**src/rtl/stopwatch_pkg.sv**
```systemverilog
// Shared types and constants for the stopwatch control path.
package stopwatch_pkg;

  typedef enum logic [1:0] {
    IDLE    = 2'b00,
    RUNNING = 2'b01,
    PAUSED  = 2'b10
  } ctrl_state_t;

  localparam int TICK_DIV_DEFAULT = 100_000_000;

  // Bit positions of the buttons in the packed press vector
  localparam int BTN_START = 0;
  localparam int BTN_STOP  = 1;
  localparam int BTN_RESET = 2;
  localparam int NUM_BTNS  = 3;

endpackage

```
**src/rtl/stopwatch_if.sv**
```systemverilog
// Button inputs and counter-control outputs of the stopwatch control stage.
interface stopwatch_if;
  logic start_btn;
  logic stop_btn;
  logic reset_btn;
  logic running;
  logic count_en;
  logic clear;

  modport master (output start_btn, stop_btn, reset_btn,
                  input  running, count_en, clear);
  modport slave  (input  start_btn, stop_btn, reset_btn,
                  output running, count_en, clear);
endinterface

```
**src/rtl/btn_sync_edge.sv**
```systemverilog
// Multi-flop synchroniser followed by a rising-edge detector for one button level.
module btn_sync_edge #(
  parameter int SYNC_STAGES = 2
) (
  input  logic clk,
  input  logic rst,
  input  logic btn,
  output logic press
);

  logic [SYNC_STAGES-1:0] sync_q;
  logic                   sync_prev;

  always_ff @(posedge clk or posedge rst) begin
    if (rst) begin
      sync_q    <= '0;
      sync_prev <= 1'b0;
    end else begin
      sync_q    <= {sync_q[SYNC_STAGES-2:0], btn};
      sync_prev <= sync_q[SYNC_STAGES-1];
    end
  end

  // A held button yields one press; releases are ignored
  assign press = sync_q[SYNC_STAGES-1] & ~sync_prev;

endmodule

```
**src/rtl/stopwatch_ctrl.sv**
```systemverilog
// Run/pause/idle control, one-per-second count strobe and counter clear pulse.
module stopwatch_ctrl
  import stopwatch_pkg::*;
#(
  parameter int TICK_DIV    = TICK_DIV_DEFAULT,
  parameter int SYNC_STAGES = 2
) (
  input  logic        clk,
  input  logic        rst,
  stopwatch_if.slave  sw
);

  localparam int             PW   = (TICK_DIV > 1) ? $clog2(TICK_DIV) : 1;
  localparam logic [PW-1:0]  LAST = PW'(TICK_DIV - 1);

  logic [NUM_BTNS-1:0] btn_vec;
  logic [NUM_BTNS-1:0] press;

  ctrl_state_t   state_q, state_d;
  logic [PW-1:0] presc_q, presc_d;
  logic          clear_q, clear_d;

  assign btn_vec[BTN_START] = sw.start_btn;
  assign btn_vec[BTN_STOP]  = sw.stop_btn;
  assign btn_vec[BTN_RESET] = sw.reset_btn;

  btn_sync_edge #(.SYNC_STAGES(SYNC_STAGES)) u_btn [NUM_BTNS-1:0] (
    .clk   (clk),
    .rst   (rst),
    .btn   (btn_vec),
    .press (press)
  );

  always_ff @(posedge clk or posedge rst) begin
    if (rst) begin
      state_q <= IDLE;
      presc_q <= '0;
      clear_q <= 1'b0;
    end else begin
      state_q <= state_d;
      presc_q <= presc_d;
      clear_q <= clear_d;
    end
  end

  always_comb begin
    state_d = state_q;
    presc_d = presc_q;
    clear_d = 1'b0;

    // Only the highest-priority press is acted on
    if (press[BTN_RESET]) begin
      state_d = IDLE;
      clear_d = 1'b1;
    end else if (press[BTN_STOP]) begin
      if (state_q == RUNNING) state_d = PAUSED;
    end else if (press[BTN_START]) begin
      if (state_q != RUNNING) state_d = RUNNING;
    end

    // Count on every RUNNING cycle, including the one that takes a stop,
    // so a tick cycle ending in a pause still wraps and holds at 0.
    if (state_d == IDLE)
      presc_d = '0;
    else if (state_q == RUNNING)
      presc_d = (presc_q == LAST) ? '0 : presc_q + PW'(1);
  end

  assign sw.running  = (state_q == RUNNING);
  assign sw.count_en = (state_q == RUNNING) && (presc_q == LAST);
  assign sw.clear    = clear_q;

endmodule

```
**src/flat_wrapper.sv**
```systemverilog
// flat-port wrapper written by rule: the top's interface ports become plain ports
module stopwatch_ctrl_flat import stopwatch_pkg::*;
#(
  parameter int TICK_DIV    = TICK_DIV_DEFAULT,
  parameter int SYNC_STAGES = 2
)
  (clk, rst, sw_start_btn, sw_stop_btn, sw_reset_btn, sw_running, sw_count_en, sw_clear);
  stopwatch_if sw_i ();
  input  logic clk;
  input  logic rst;
  input wire logic [$bits(sw_i.start_btn)-1:0] sw_start_btn;
  input wire logic [$bits(sw_i.stop_btn)-1:0] sw_stop_btn;
  input wire logic [$bits(sw_i.reset_btn)-1:0] sw_reset_btn;
  output wire logic [$bits(sw_i.running)-1:0] sw_running;
  output wire logic [$bits(sw_i.count_en)-1:0] sw_count_en;
  output wire logic [$bits(sw_i.clear)-1:0] sw_clear;
  assign sw_i.start_btn = sw_start_btn;
  assign sw_i.stop_btn = sw_stop_btn;
  assign sw_i.reset_btn = sw_reset_btn;
  assign sw_running = sw_i.running;
  assign sw_count_en = sw_i.count_en;
  assign sw_clear = sw_i.clear;
  stopwatch_ctrl #(.TICK_DIV(TICK_DIV), .SYNC_STAGES(SYNC_STAGES)) u_core (.clk(clk), .rst(rst), .sw(sw_i));
endmodule
```
**config.mk**
```make
export PLATFORM = sky130hd
export DESIGN_NAME = stopwatch_ctrl_flat
export DESIGN_NICKNAME = d
export VERILOG_FILES = /design/src/rtl/stopwatch_pkg.sv /design/src/rtl/stopwatch_if.sv /design/src/rtl/btn_sync_edge.sv /design/src/rtl/stopwatch_ctrl.sv /design/src/flat_wrapper.sv
export SDC_FILE = /design/constraint.sdc
export NUM_CORES = 1
export LEC_CHECK = 0
export BUFFER_PORTS_ARGS = -buffer_cell sky130_fd_sc_hd__clkbuf_2
export CORE_ASPECT_RATIO = 1.5
export CORE_MARGIN = 2
export CORE_UTILIZATION = 55
export CTS_CLUSTER_SIZE = 40
export DETAILED_ROUTE_END_ITERATION = 8
export GPL_ROUTABILITY_DRIVEN = 1
export PLACE_DENSITY_LB_ADDON = 0.1
export SLEW_MARGIN = 10
export SYNTH_ARGS = -nofsm -noshare
export SYNTH_HDL_FRONTEND = slang
export SYNTH_SLANG_ARGS = --single-unit
```
**constraint.sdc**
```tcl
create_clock -name clk -period 1.85 [get_ports clk]
set_input_delay 0.185 -clock clk [delete_from_list [all_inputs] [get_ports clk]]
set_output_delay 0.185 -clock clk [all_outputs]
set_load 0.05 [all_outputs]
```
---- Yosys cells after proc, flatten, opt, wreduce, memory -nomap -nowiden ----
Cells that the tools add are included.
word-level totals
  bits in registers ....................... 39
  input bits .............................. 5
  output and inout port bits .............. 3
operators by class
  add/subtract/negate cells ............... 1
  eq/ne operators ......................... 3
  muxes and demuxes ....................... 9
  bitwise logic cells ..................... 6
  reduce and logical (&&, ||, !) cells .... 3
operators by type and width
  kind                   number
  $mux 27                3
  $add 27x1->27 const B  1
  $eq 27x27->1 const B   1
  $mux 2                 5
  $and 1x1->1            3
  $not 1->1              3
  $eq 2x1->1 const B     1
  $logic_not 2->1        1
  $ne 2x1->1 const B     1
  $reduce_bool 2->1      1
  $logic_and 1x1->1      1
  $mux 1                 1

---- Depth between registers and ports, before layout ----
  depth in word-level cells ............... 7
  depth in mapped cells ................... 8
  depth with buffers taken out ............ 6

---- Cells and area by module ----
Synthesis repeated with hierarchy kept, for this count alone.
second synthesis, totals
  cell total of the unflattened synthesis .. 208
  area total of the unflattened synthesis .. 2047.0 sq um
by module, submodules not included
  module          times used  cells each  area an instance (sq um)  sequential area each (sq um)
  stopwatch_ctrl  1           193         1769.2                    750.7
  btn_sync_edge   3           5           92.6                      75.1

---- Worst setup path before layout ----
Ideal clock, no wire load.
  path type ............................... register to output
  start point ............................. reg u_core.state_q[0]
  end point ............................... out sw_count_en
  arrival ................................. 1.810 ns
  slack ................................... -0.145 ns
  stages on the path, launching flop included .. 5
  path buffers ............................ 1
  cells stage by stage .................... dfrtp_1 > inv_1 > nor2_1 > clkbuf_1 > and3_1
on the way
  word-level cells in the longest chain between the ends .. 2
RTL lines
  what                      line                  source
  start: declaration        stopwatch_ctrl.sv:19  ctrl_state_t state_q, state_d;
  start signal: assignment  stopwatch_ctrl.sv:40  state_q <= state_d;
  $eq 2x1->1                --
  named net sw_running      flat_wrapper.sv:14    output wire logic [$bits(sw_i.running)-1:0] sw_running;
  $logic_and 1x1->1         stopwatch_ctrl.sv:70  assign sw.count_en = (state_q == RUNNING) && (presc_q == LAST);
  end: declaration          flat_wrapper.sv:15    output wire logic [$bits(sw_i.count_en)-1:0] sw_count_en;
The timed path passes the listed nets, and every way through them passes these cells.

---- Worst setup path after layout ----
  start point ............................. reg u_core.presc_q[11]
  end point ............................... out sw_count_en
on the way
  word-level cells in the longest chain between the ends .. 2
RTL lines
  what                      line                  source
  start: declaration        stopwatch_ctrl.sv:20  logic [PW-1:0] presc_q, presc_d;
  start signal: assignment  stopwatch_ctrl.sv:41  presc_q <= presc_d;
  $eq 27x27->1              stopwatch_ctrl.sv:70
  $logic_and 1x1->1         stopwatch_ctrl.sv:70
No other way between the ends.

==> results_dict.tcl <==
set metrics [dict create \
    clock_power_share 0.429 \
    critical_path.startpoint_type "register" \
    synth_edf_count 0 \
    min_path_type "reg -> reg" \
    grt_usage 0.276 \
    cts_buffer_depth 2 \
    rows 27 \
    ant_nets 0 \
    p_comb_frac 0.126 \
    p_seq_frac 0.445 \
    instances_no_fill 296 \
    core_area_um2 3610 \
    maxSlewHeadroom 0.668 \
    final.period_utilization 1.08 \
    grt_pass1_wl_mm 8.34 \
    status "complete, but fails checks" \
    grt-ovfl-total 0 \
    die_area_um2 4200 \
    setup_ws_ns -0.155 \
    antenna_found_initial 0 \
    irDropWorstVdd_uv 729 \
    hp-start "u_core.u_btn[0].sync_q[0]$_DFF_PP0_" \
    fp.dieW_um 53.6 \
    cts_buffers 5 \
    clock_skew_ns 0.0119 \
    finalInstanceArea_um2 2680 \
    finalPower_mw 1.99 \
    drive_gt1_frac 0.289 \
    synth_cells 205 \
    seq_area_frac_synth 0.481 \
    nets 258 \
    async_flop_share 1.00 \
    fin_crit_ns 2.00 \
    p_per_area_nw_per_um2 742 \
    final_cell_mix "dfrtp_1 (39), buf_4 (33), nor2_1 (23), nand2_1 (13), nand3_1 (12)" \
    drc 0 \
    ys_seq_elements 39 \
    fmax_mhz 499 \
    drtPass1Iterations 5 \
    yosysWarnings 0 \
    wl_per_cell_um 17.5 \
    startpoint "u_core.presc_q[11]$_DFFE_PP0P_" \
    cp-end-kind "output pin" \
    htreeDepth 2 \
    grt_setup_unrepaired "yes" \
    arrival_ns 1.82 \
    pin_count 8 \
    cts_num_sinks 39 \
    cp_max_fo 2 \
    worst_pin_slew_ns 0.499 \
    initial_core_util 0.561 \
    grt_pass1_vias 1807 \
    syn_area_um2 2030 \
    die_h_um 78.4 \
    report.final.slew_viol_count 0 \
    grt_max_degree 40 \
    timing.rr.start "u_core.presc_q[1]$_DFFE_PP0P_" \
    r2r_slack_ns -0.11 \
    wirelength_mm 5.18 \
    cts_tree "built" \
    hold_viol_final 0 \
    post_synth.cell_area_avg_um2 9.89 \
    worstSetupPathType "reg -> out" \
    max_cap_viol_count 0 \
    leakagePower_nw 1.15 \
    drt_iter0_drc 50 \
    switching_share 0.243 \
    vias 1839 \
    clk_latency_ns 0.30 \
    p_sw_uw 483 \
    synth_ff_type "dfrtp_1" \
    diodes 0 \
    cp.required_ns 1.66 \
    synth.distinct_cells 49 \
    avgViaCountPerCell 6.21 \
    syn_nets 211 \
    dpl.hpwl_mm 3.35 \
    postPlaceCellArea_um2 2350 \
    port_buffers 7 \
    violations "setup timing" \
    path_clk_slew_ns 0.07 \
    root_buffer "clkbuf_8" \
    final_common_cell "dfrtp_1" \
    syn_to_final_growth_pct 32.3 \
    gp_congestion 0.831 \
    post-place-cells 278 \
    setup_viol 7 \
    p_int_mw 1.51 \
]
[synth_stat cells (all sizes together), types with 2 or more instances]
library cell,number,share of area
dfrtp,39,0.48
or4,3,0.011
clkbuf,6,0.011
a21oi,5,0.012
nand2b,2,0.0062
buf,3,0.0086
nand4,8,0.035
a211oi,2,0.0074
nand2,14,0.026
xnor2,4,0.017
xor2,10,0.043
nor3,2,0.0049
nand3,13,0.035
clkinv,2,0.0037
nor4,2,0.017
and4,3,0.013
a41oi,2,0.0086
nor2,23,0.043
and2,4,0.012
inv,6,0.011
and3,6,0.019
nor2b,4,0.012
o21ai,4,0.012
o211ai,3,0.011
a31oi,10,0.031
o2111ai,7,0.030
nand3b,3,0.011
[kinds of logic after synthesis]
logic type	count (synthesis)	synth area share
and+or+nand+nor	92	0.267
DFF	39	0.481
adders and majority gates	1	0.00617
AOI/OAI and AO/OA	41	0.146
buffers and inverters	17	0.0345
muxes	1	0.00494
xor gates and xnor gates	14	0.0605
[worst max-delay path, stage by stage (launching register included)]
cell and delay (ns):
dfrtp_1 0.39, or4_4 0.55, nor4_4 0.18, and3_4 0.24, clkbuf_16 0.16
[what timing repair did]
action,CTS,global route
pin swaps,13,7
hold buffers,4,0
endpoints found under the hold margin,42,0
gates resized for setup,14,9
setup buffers,1,5
gates cloned,1,0
endpoints found under the setup margin,10,29
[state kept, by name, summed over array words and instances, names as in the netlist]
name and count:
u_core.state_q 2, u_core.sw.clear 1, u_core.u_btn.sync_prev 3, u_core.presc_q 27, u_core.u_btn.sync_q 6
[area by class of cell]
class,count,area [um2]
multi-input cells,149,1080
well taps,43,53.8
fillers,263,932
flip-flops and latches,39,976
repair buffers,49,410
clock inverters,3,67.6
clock buffers,5,68.8
inverters,8,30.0
[through the flow]
| step | util | worst slack [ns] | hold slack (ns) | TNS (ns) |
|---|---|---|---|---|
| 6_report | 0.742 | -0.155 | 0.354 | -0.359 |
| 5_1_grt | 0.742 | -0.186 | 0.370 | -1.28 |
| 4_1_cts | 0.724 | -0.241 | 0.357 | -2.39 |
| 3_5_place_dp | 0.649 | -0.00545 | 0.296 | -0.00842 |
| 3_3_place_gp | 0.649 | -0.00247 | 0.296 | -0.00247 |
| 2_1_floorplan | - | 0.00649 | 0.216 | 0 |
[power by group through the flow]
stage / Clock, mW / Sequential [mW] / Combinational (mW)
2_1_floorplan: 0 / 0.904 / 0.128
3_3_place_gp: 0 / 0.900 / 0.212
3_5_place_dp: 0 / 0.902 / 0.218
4_1_cts: 0.872 / 0.885 / 0.235
5_1_grt: 0.907 / 0.887 / 0.271
6_report: 0.855 / 0.885 / 0.251
[metal layers]
layer	routed length [um]	GRT usage	part of all wire	vias up
met1	2120	0.334	0.41	900
met4	181	0.154	0.035	0
met2	2690	0.449	0.52	61
met5	0	0	0	-
li1	-	-	-	858
met3	192	0.0494	0.037	20
[path summary, 6_finish.rpt]
check,endpoint,depth (start not counted)
hold / removal,u_core.u_btn[0].sync_q[1]$_DFF_PP0_,0
hold reg to reg,u_core.u_btn[0].sync_q[1]$_DFF_PP0_,0
max in group asynchronous,u_core.presc_q[5]$_DFFE_PP0P_,4
min in group asynchronous,u_core.state_q[0]$_DFF_PP0_,4
setup / recovery,sw_count_en,4
setup reg to reg,u_core.presc_q[19]$_DFFE_PP0P_,6
No activity file was read; power rests on OpenSTA's default activity.
